==> src/rtl/cpu_ctrl_pkg.sv <==
// Shared types for the 8-bit CPU controller: opcodes, ALU ops, write-data select,
// FSM states and instruction field positions.
package cpu_pkg;

    typedef enum logic [3:0] {
        OP_NOP  = 4'h0,
        OP_ADD  = 4'h1,
        OP_SUB  = 4'h2,
        OP_AND  = 4'h3,
        OP_OR   = 4'h4,
        OP_XOR  = 4'h5,
        OP_MOV  = 4'h6,
        OP_LDI  = 4'h7,
        OP_JMP  = 4'h8,
        OP_JZ   = 4'h9,
        OP_HALT = 4'hF
    } opcode_e;

    typedef enum logic [2:0] {
        ALU_ADD = 3'd0,
        ALU_SUB = 3'd1,
        ALU_AND = 3'd2,
        ALU_OR  = 3'd3,
        ALU_XOR = 3'd4
    } alu_op_e;

    typedef enum logic [1:0] {
        WSEL_ALU = 2'd0,
        WSEL_IMM = 2'd1,
        WSEL_B   = 2'd2
    } wsel_e;

    typedef enum logic [2:0] {
        S_IDLE      = 3'd0,
        S_FETCH     = 3'd1,
        S_DECODE    = 3'd2,
        S_FETCH_IMM = 3'd3,
        S_EXEC      = 3'd4,
        S_HALT      = 3'd5,
        S_STEP_WAIT = 3'd6
    } state_e;

    localparam int OPC_HI = 7;
    localparam int OPC_LO = 4;
    localparam int RA_HI  = 3;
    localparam int RA_LO  = 2;
    localparam int RB_HI  = 1;
    localparam int RB_LO  = 0;

    function automatic opcode_e get_opcode(input logic [7:0] ir);
        return opcode_e'(ir[OPC_HI:OPC_LO]);
    endfunction

endpackage

==> src/rtl/cpu_ctrl_if.sv <==
// Instruction-memory req/ack port between the CPU controller (master) and
// the instruction memory (slave).
interface cpu_ctrl_if #(
    parameter int unsigned PC_W = 8
);
    logic            imem_req;
    logic [PC_W-1:0] imem_addr;
    logic [7:0]      imem_rdata;
    logic            imem_ack;

    modport master (
        output imem_req,
        output imem_addr,
        input  imem_rdata,
        input  imem_ack
    );

    modport slave (
        input  imem_req,
        input  imem_addr,
        output imem_rdata,
        output imem_ack
    );
endinterface

==> src/rtl/cpu_ctrl_decode.sv <==
// Combinational instruction decode: IR -> immediate need, ALU/halt class,
// ALU opcode, write-data source and register write intent.
module cpu_ctrl_decode
    import cpu_pkg::*;
(
    input  logic [7:0] i_ir,
    output logic       o_needs_imm,
    output logic       o_is_alu,
    output logic       o_is_halt,
    output alu_op_e    o_alu_op,
    output wsel_e      o_wsel,
    output logic       o_we
);

    opcode_e w_opc;

    assign w_opc = get_opcode(i_ir);

    // Opcode classification; A..E fall into the default and behave as NOP
    always_comb begin
        o_needs_imm = 1'b0;
        o_is_alu    = 1'b0;
        o_is_halt   = 1'b0;
        o_alu_op    = ALU_ADD;
        o_wsel      = WSEL_ALU;
        o_we        = 1'b0;
        case (w_opc)
            OP_ADD: begin o_is_alu = 1'b1; o_we = 1'b1; o_alu_op = ALU_ADD; end
            OP_SUB: begin o_is_alu = 1'b1; o_we = 1'b1; o_alu_op = ALU_SUB; end
            OP_AND: begin o_is_alu = 1'b1; o_we = 1'b1; o_alu_op = ALU_AND; end
            OP_OR:  begin o_is_alu = 1'b1; o_we = 1'b1; o_alu_op = ALU_OR;  end
            OP_XOR: begin o_is_alu = 1'b1; o_we = 1'b1; o_alu_op = ALU_XOR; end
            OP_MOV: begin o_we = 1'b1; o_wsel = WSEL_B; end
            OP_LDI: begin o_needs_imm = 1'b1; o_we = 1'b1; o_wsel = WSEL_IMM; end
            OP_JMP: begin o_needs_imm = 1'b1; end
            OP_JZ:  begin o_needs_imm = 1'b1; end
            OP_HALT: begin o_is_halt = 1'b1; end
            default: begin o_we = 1'b0; end
        endcase
    end

endmodule

==> src/rtl/cpu_ctrl.sv <==
// Multi-cycle fetch/decode/execute controller for the 8-bit CPU.
// Optional single-step mode is enabled by defining CPU_CTRL_STEP_EN.
module cpu_ctrl
    import cpu_pkg::*;
#(
    parameter int unsigned PC_W     = 8,
    parameter int unsigned RESET_PC = 0
) (
    input  logic            clk,
    input  logic            rst_n,
    input  logic            run,
`ifdef CPU_CTRL_STEP_EN
    input  logic            step,
`endif
    cpu_ctrl_if.master      imem,
    output logic            rf_we,
    output logic [1:0]      rf_selA,
    output logic [1:0]      rf_selB,
    output logic [1:0]      wsel,
    output logic [7:0]      imm,
    output logic [2:0]      alu_op,
    input  logic            alu_zero,
    output logic [PC_W-1:0] pc,
    output logic            halted
);

    state_e          r_state;
    state_e          w_next;
    logic [7:0]      r_ir;
    logic [7:0]      r_imm;
    logic [PC_W-1:0] r_pc;
    logic            r_z;

    logic            w_needs_imm;
    logic            w_is_alu;
    logic            w_is_halt;
    logic            w_we;
    alu_op_e         w_alu_op;
    wsel_e           w_wsel;
    opcode_e         w_opc;

    logic            w_fetch_done;
    logic            w_imm_done;
    logic            w_take_jump;
    logic [PC_W-1:0] w_pc_inc;
    logic [PC_W-1:0] w_target;

    cpu_ctrl_decode u_decode (
        .i_ir        (r_ir),
        .o_needs_imm (w_needs_imm),
        .o_is_alu    (w_is_alu),
        .o_is_halt   (w_is_halt),
        .o_alu_op    (w_alu_op),
        .o_wsel      (w_wsel),
        .o_we        (w_we)
    );

    assign w_opc        = get_opcode(r_ir);
    // Acks only count in the two fetch states, so a stray ack is ignored
    assign w_fetch_done = (r_state == S_FETCH)     && imem.imem_ack;
    assign w_imm_done   = (r_state == S_FETCH_IMM) && imem.imem_ack;
    assign w_take_jump  = (r_state == S_EXEC) &&
                          ((w_opc == OP_JMP) || ((w_opc == OP_JZ) && r_z));
    assign w_pc_inc     = r_pc + PC_W'(1);
    assign w_target     = PC_W'(r_imm);

`ifdef CPU_CTRL_STEP_EN
    logic r_step_q;
    logic w_step_rise;

    assign w_step_rise = step && !r_step_q;

    // Previous step level for rising-edge detection
    always_ff @(posedge clk or negedge rst_n) begin
        if (!rst_n) begin
            r_step_q <= 1'b0;
        end else begin
            r_step_q <= step;
        end
    end
`endif

    // State register
    always_ff @(posedge clk or negedge rst_n) begin
        if (!rst_n) begin
            r_state <= S_IDLE;
        end else begin
            r_state <= w_next;
        end
    end

    // Next-state logic
    always_comb begin
        w_next = r_state;
        case (r_state)
            S_IDLE: begin
                if (run) w_next = S_FETCH;
                else     w_next = S_IDLE;
            end
            S_FETCH: begin
                if (imem.imem_ack) w_next = S_DECODE;
                else               w_next = S_FETCH;
            end
            S_DECODE: begin
                if (w_needs_imm)    w_next = S_FETCH_IMM;
                else if (w_is_halt) w_next = S_HALT;
                else                w_next = S_EXEC;
            end
            S_FETCH_IMM: begin
                if (imem.imem_ack) w_next = S_EXEC;
                else               w_next = S_FETCH_IMM;
            end
            S_EXEC: begin
`ifdef CPU_CTRL_STEP_EN
                if (run) w_next = S_STEP_WAIT;
                else     w_next = S_IDLE;
`else
                if (run) w_next = S_FETCH;
                else     w_next = S_IDLE;
`endif
            end
            S_HALT: begin
                if (run) w_next = S_HALT;
                else     w_next = S_IDLE;
            end
`ifdef CPU_CTRL_STEP_EN
            S_STEP_WAIT: begin
                if (!run)             w_next = S_IDLE;
                else if (w_step_rise) w_next = S_FETCH;
                else                  w_next = S_STEP_WAIT;
            end
`endif
            default: w_next = S_IDLE;
        endcase
    end

    // Moore outputs decoded from the state register
    always_comb begin
        imem.imem_req = 1'b0;
        rf_we         = 1'b0;
        halted        = 1'b0;
        case (r_state)
            S_FETCH:     imem.imem_req = 1'b1;
            S_FETCH_IMM: imem.imem_req = 1'b1;
            S_EXEC:      rf_we         = w_we;
            S_HALT:      halted        = 1'b1;
            default:     imem.imem_req = 1'b0;
        endcase
    end

    // Instruction, immediate and program counter; jumps override the increment
    always_ff @(posedge clk or negedge rst_n) begin
        if (!rst_n) begin
            r_ir  <= 8'h00;
            r_imm <= 8'h00;
            r_pc  <= PC_W'(RESET_PC);
        end else if (w_fetch_done) begin
            r_ir <= imem.imem_rdata;
            r_pc <= w_pc_inc;
        end else if (w_imm_done) begin
            r_imm <= imem.imem_rdata;
            r_pc  <= w_pc_inc;
        end else if (w_take_jump) begin
            r_pc <= w_target;
        end else begin
            r_pc <= r_pc;
        end
    end

    // Zero flag, updated only by ALU instructions
    always_ff @(posedge clk or negedge rst_n) begin
        if (!rst_n) begin
            r_z <= 1'b0;
        end else if ((r_state == S_EXEC) && w_is_alu) begin
            r_z <= alu_zero;
        end else begin
            r_z <= r_z;
        end
    end

    assign imem.imem_addr = r_pc;
    assign pc             = r_pc;
    assign imm            = r_imm;
    assign rf_selA        = r_ir[RA_HI:RA_LO];
    assign rf_selB        = r_ir[RB_HI:RB_LO];
    assign alu_op         = w_alu_op;
    assign wsel           = w_wsel;

endmodule

==> src/flat_wrapper.sv <==
// flat-port wrapper written by rule: the top's interface ports become plain ports
module cpu_ctrl_flat import cpu_pkg::*;
#(
    parameter int unsigned PC_W     = 8,
    parameter int unsigned RESET_PC = 0
)
  (clk, rst_n, run, rf_we, rf_selA, rf_selB, wsel, imm, alu_op, alu_zero, pc, halted, imem_imem_req, imem_imem_addr, imem_imem_rdata, imem_imem_ack);
  cpu_ctrl_if #(.PC_W(PC_W)) imem_i ();
  input  logic clk;
  input  logic rst_n;
  input  logic run;
  output logic rf_we;
  output logic [1:0] rf_selA;
  output logic [1:0] rf_selB;
  output logic [1:0] wsel;
  output logic [7:0] imm;
  output logic [2:0] alu_op;
  input  logic alu_zero;
  output logic [PC_W-1:0] pc;
  output logic halted;
  output wire logic [$bits(imem_i.imem_req)-1:0] imem_imem_req;
  output wire logic [$bits(imem_i.imem_addr)-1:0] imem_imem_addr;
  input wire logic [$bits(imem_i.imem_rdata)-1:0] imem_imem_rdata;
  input wire logic [$bits(imem_i.imem_ack)-1:0] imem_imem_ack;
  assign imem_imem_req = imem_i.imem_req;
  assign imem_imem_addr = imem_i.imem_addr;
  assign imem_i.imem_rdata = imem_imem_rdata;
  assign imem_i.imem_ack = imem_imem_ack;
  cpu_ctrl #(.PC_W(PC_W), .RESET_PC(RESET_PC)) u_core (.clk(clk), .rst_n(rst_n), .run(run), .imem(imem_i), .rf_we(rf_we), .rf_selA(rf_selA), .rf_selB(rf_selB), .wsel(wsel), .imm(imm), .alu_op(alu_op), .alu_zero(alu_zero), .pc(pc), .halted(halted));
endmodule
==> config.mk <==
export PLATFORM = sky130hd
export DESIGN_NAME = cpu_ctrl_flat
export DESIGN_NICKNAME = d
export VERILOG_FILES = /design/src/rtl/cpu_ctrl_pkg.sv /design/src/rtl/cpu_ctrl_if.sv /design/src/rtl/cpu_ctrl_decode.sv /design/src/rtl/cpu_ctrl.sv /design/src/flat_wrapper.sv
export SDC_FILE = /design/constraint.sdc
export NUM_CORES = 1
export LEC_CHECK = 0
export ABC_AREA = 1
export BUFFER_PORTS_ARGS = -buffer_cell sky130_fd_sc_hd__buf_2
export CORE_MARGIN = 2
export CORE_UTILIZATION = 35
export CTS_CLUSTER_DIAMETER = 50
export DETAILED_ROUTE_END_ITERATION = 8
export PLACE_DENSITY = 0.61
export SLEW_MARGIN = 15
export SYNTH_ARGS = -nofsm -noshare
export SYNTH_HDL_FRONTEND = slang
export SYNTH_SLANG_ARGS = --single-unit
==> constraint.sdc <==
create_clock -name clk -period 1.23 [get_ports clk]
set_clock_uncertainty 0.05 [all_clocks]
set_input_delay 0.123 -clock clk [delete_from_list [all_inputs] [get_ports clk]]
set_output_delay 0.123 -clock clk [all_outputs]
set_load 0.02 [all_outputs]
==> impl_results.md <==
- Pwr dens: about 2600 nW/um^2
- Sequential area share after synthesis: a little over two fifths
- Largest net degree at the start of global routing: 29
- Worst-margin pin slew: approximately 0.28 ns
- Die Footprint: about 5300 sq um
- Leak pwr: roughly 0.0013 uW
- Worst Path Class, Setup: flop to output pin
- Antenna Cells: 0
- Hold crit path type: input pin to flop
- DRC: 0
- Global-route wire length before repair: between 6000 and 7000 um
- Max-Slew Margin vs Limit: between 80% and 90%
- H-tree levels: 1
- RSZ-0062 raised after global routing: yes
- Row Count: 25
- Worst Path Required: between 1 and 1.5 ns
- GRT Util Overall: between 10% and 20%
- DR pass1 iterations: 5
- Worst skew pair latency: about 0.28 ns
- Count of input and output buffers: 48
- Fillers: between 400 and 500
- MaxCap Viol Count: 0
- Status: complete, but fails checks
- Crit path DAT: about 1.3 ns
- Critical Path Sink Type: output pin
- Placeable Area: between 4000 and 5000 sq um
- Layout area overhead: 48.0%
- Ys Warns: 0
- Max Clock Freq: 690 MHz
- Fin. max-slew vios: 0
- Min cycle time layout: about 1.4 ns
- Utilization after layout: between 50% and 60%
- Ports: 49
- Period utilization: 118%
- CP Max Fanout: 4
- Grt ovf: 0
- Final number of hold-violating endpoints: 0
- Vias in the first global route: ~1400
- Wire per inst: ~13 um
- Die Height: about 73 um
- Syn Inst Count: between 200 and 250
- Initial drt markers: 64
- Max rail drop VDD: between 1 and 1.5 mV
- Startpoint Class: flop
- Routed Antenna Nets: 0
- RePlAce Congestion: around 0.77
- WHS: 0.0285 ns
- #FFs+latches synth: 28
- Mapped Area: around 1700 sq um
- # clock sinks: 28
- Syn_nets: around 220
- Failing checks: setup timing
- Final setup violation count: 35
- Final net count: 296
- Reg clk slew, reported paths: 0.10 ns
- Root Buffer: clkbuf_8
- Layout cells sized above 1: 54.4%
- Cts bufs inserted: 3
- Synth unique cells: 24
- Initial antenna violation count: 0
- CTS tree: done
- DR vias/cell: ~4.8
- Mean Syn Cell Area: 7.99 sq um
- Post-Route WL: ~4200 um
- Routed vias: between 1500 and 2000
- Clock buffer depth: 2
- Final worst setup slack: -0.220 ns
- DP Wirelength: between 2000 and 3000 um
- Die span in x: approximately 73 um
- Starting density of the core: 35.7%
-- cells in the final DEF (no fill, tap or decap), drive strengths merged, types with 2 or more instances in the layout --
| master | count |
|---|---|
| nor3 | 4 |
| nor2 | 17 |
| nand2 | 65 |
| inv | 25 |
| buf | 80 |
| dfrtp | 28 |
| clkbuf | 4 |
| nand3 | 28 |
| o21ai | 21 |
| a21oi | 2 |
-- timing repair --
item	4_1_cts	5_1_grt
endpoints found under the hold margin	28	0
cloned	2	1
hold buffers	1	0
endpoints found under the setup margin	20	35
gates resized for setup	47	17
pin swaps	7	3
buffers inserted	6	2
-- per-stage QoR --
step	cell area [sq um]	cells	setup TNS (ns)	setup slack, ns	power (uW)
after floorplan	1680	208	-0.0726	-0.0396	4020
after global placement	2080	319	-0.363	-0.0541	4970
after detailed placement	2080	319	-0.494	-0.0802	5020
after CTS	2350	332	-3.10	-0.194	6120
after global routing	2460	335	-5.75	-0.263	6870
final	2460	335	-3.65	-0.220	6420
-- sequential cells by signal (all words and copies together), names as in the netlist --
name and cells:
u_core.r_ir 8, u_core.r_z 1, u_core.r_state 3, u_core.imem.imem_addr 8
u_core.imm 8
-- layout make-up --
| cell class | instances | area (sq um) | share of cell area [%] |
|---|---|---|---|
| inverter | 25 | 98.8 | 4.02 |
| timing repair buffer | 81 | 594 | 24.2 |
| sequential | 28 | 706 | 28.7 |
| clock buffer | 4 | 45.0 | 1.83 |
| multi-input combinational | 143 | 948 | 38.6 |
| tap | 54 | 67.6 | 2.75 |
-- Yosys cell counts, drive strengths merged --
library cell  instances  area share, %
ha                    1           0.75
a21boi                1           0.45
buf                  15            7.5
nand3                28            8.4
a21oi                 2           0.60
o21bai                1           0.45
o211ai                1           0.45
nand2                62             15
dfrtp                28             42
inv                  25            5.6
nor3                  4            1.9
o21a                  1           0.45
o21ai                21            9.9
nand4                 1           0.38
nor2                 17            5.6
-- per-layer routing --
layer / wire, um / track usage [%]
met5: 0 / 0
met2: 2020 / 26.5
met4: 75 / 6.17
met1: 2010 / 23.2
met3: 115 / 1.24
-- kinds of logic after synthesis --
family,after synthesis,synth area share [%]
AOI/OAI and AO/OA,27,12.3
adders and majority gates,1,0.753
buffers and inverters,40,13.1
DFF,28,42.2
and+or+nand+nor,112,31.6
-- worst max-delay path, cell delays in order (launching register included) --
cell,delay (ns)
dfrtp_2,0.46
nor2_4,0.16
nand2_2,0.10
a21oi_2,0.15
buf_6,0.13
-- worst paths after layout --
check | start | endpoint | slack (ns) | depth (start not counted)
hold / removal | run | u_core.r_state[2] | 0.03 | 3
min in group asynchronous | rst_n | u_core.r_state[2] | 0.26 | 3
hold reg to reg | u_core.r_z | u_core.r_z | 0.44 | 2
setup reg to reg | u_core.r_ir[6] | u_core.imem.imem_addr[6] | -0.17 | 9
max in group asynchronous | rst_n | u_core.r_state[0] | 0.69 | 3
setup / recovery | u_core.r_ir[7] | alu_op[0] | -0.22 | 4
-- where the power goes --
part	internal (uW)	total, uW	leakage [uW]	switching, uW
registers	1360	1850	0.000344	484
logic	1720	4040	0.000891	2330
clock network	233	531	0.0000228	297
total	3320	6420	0.00126	3110
Note: power is estimated with default switching activity, not from simulation.
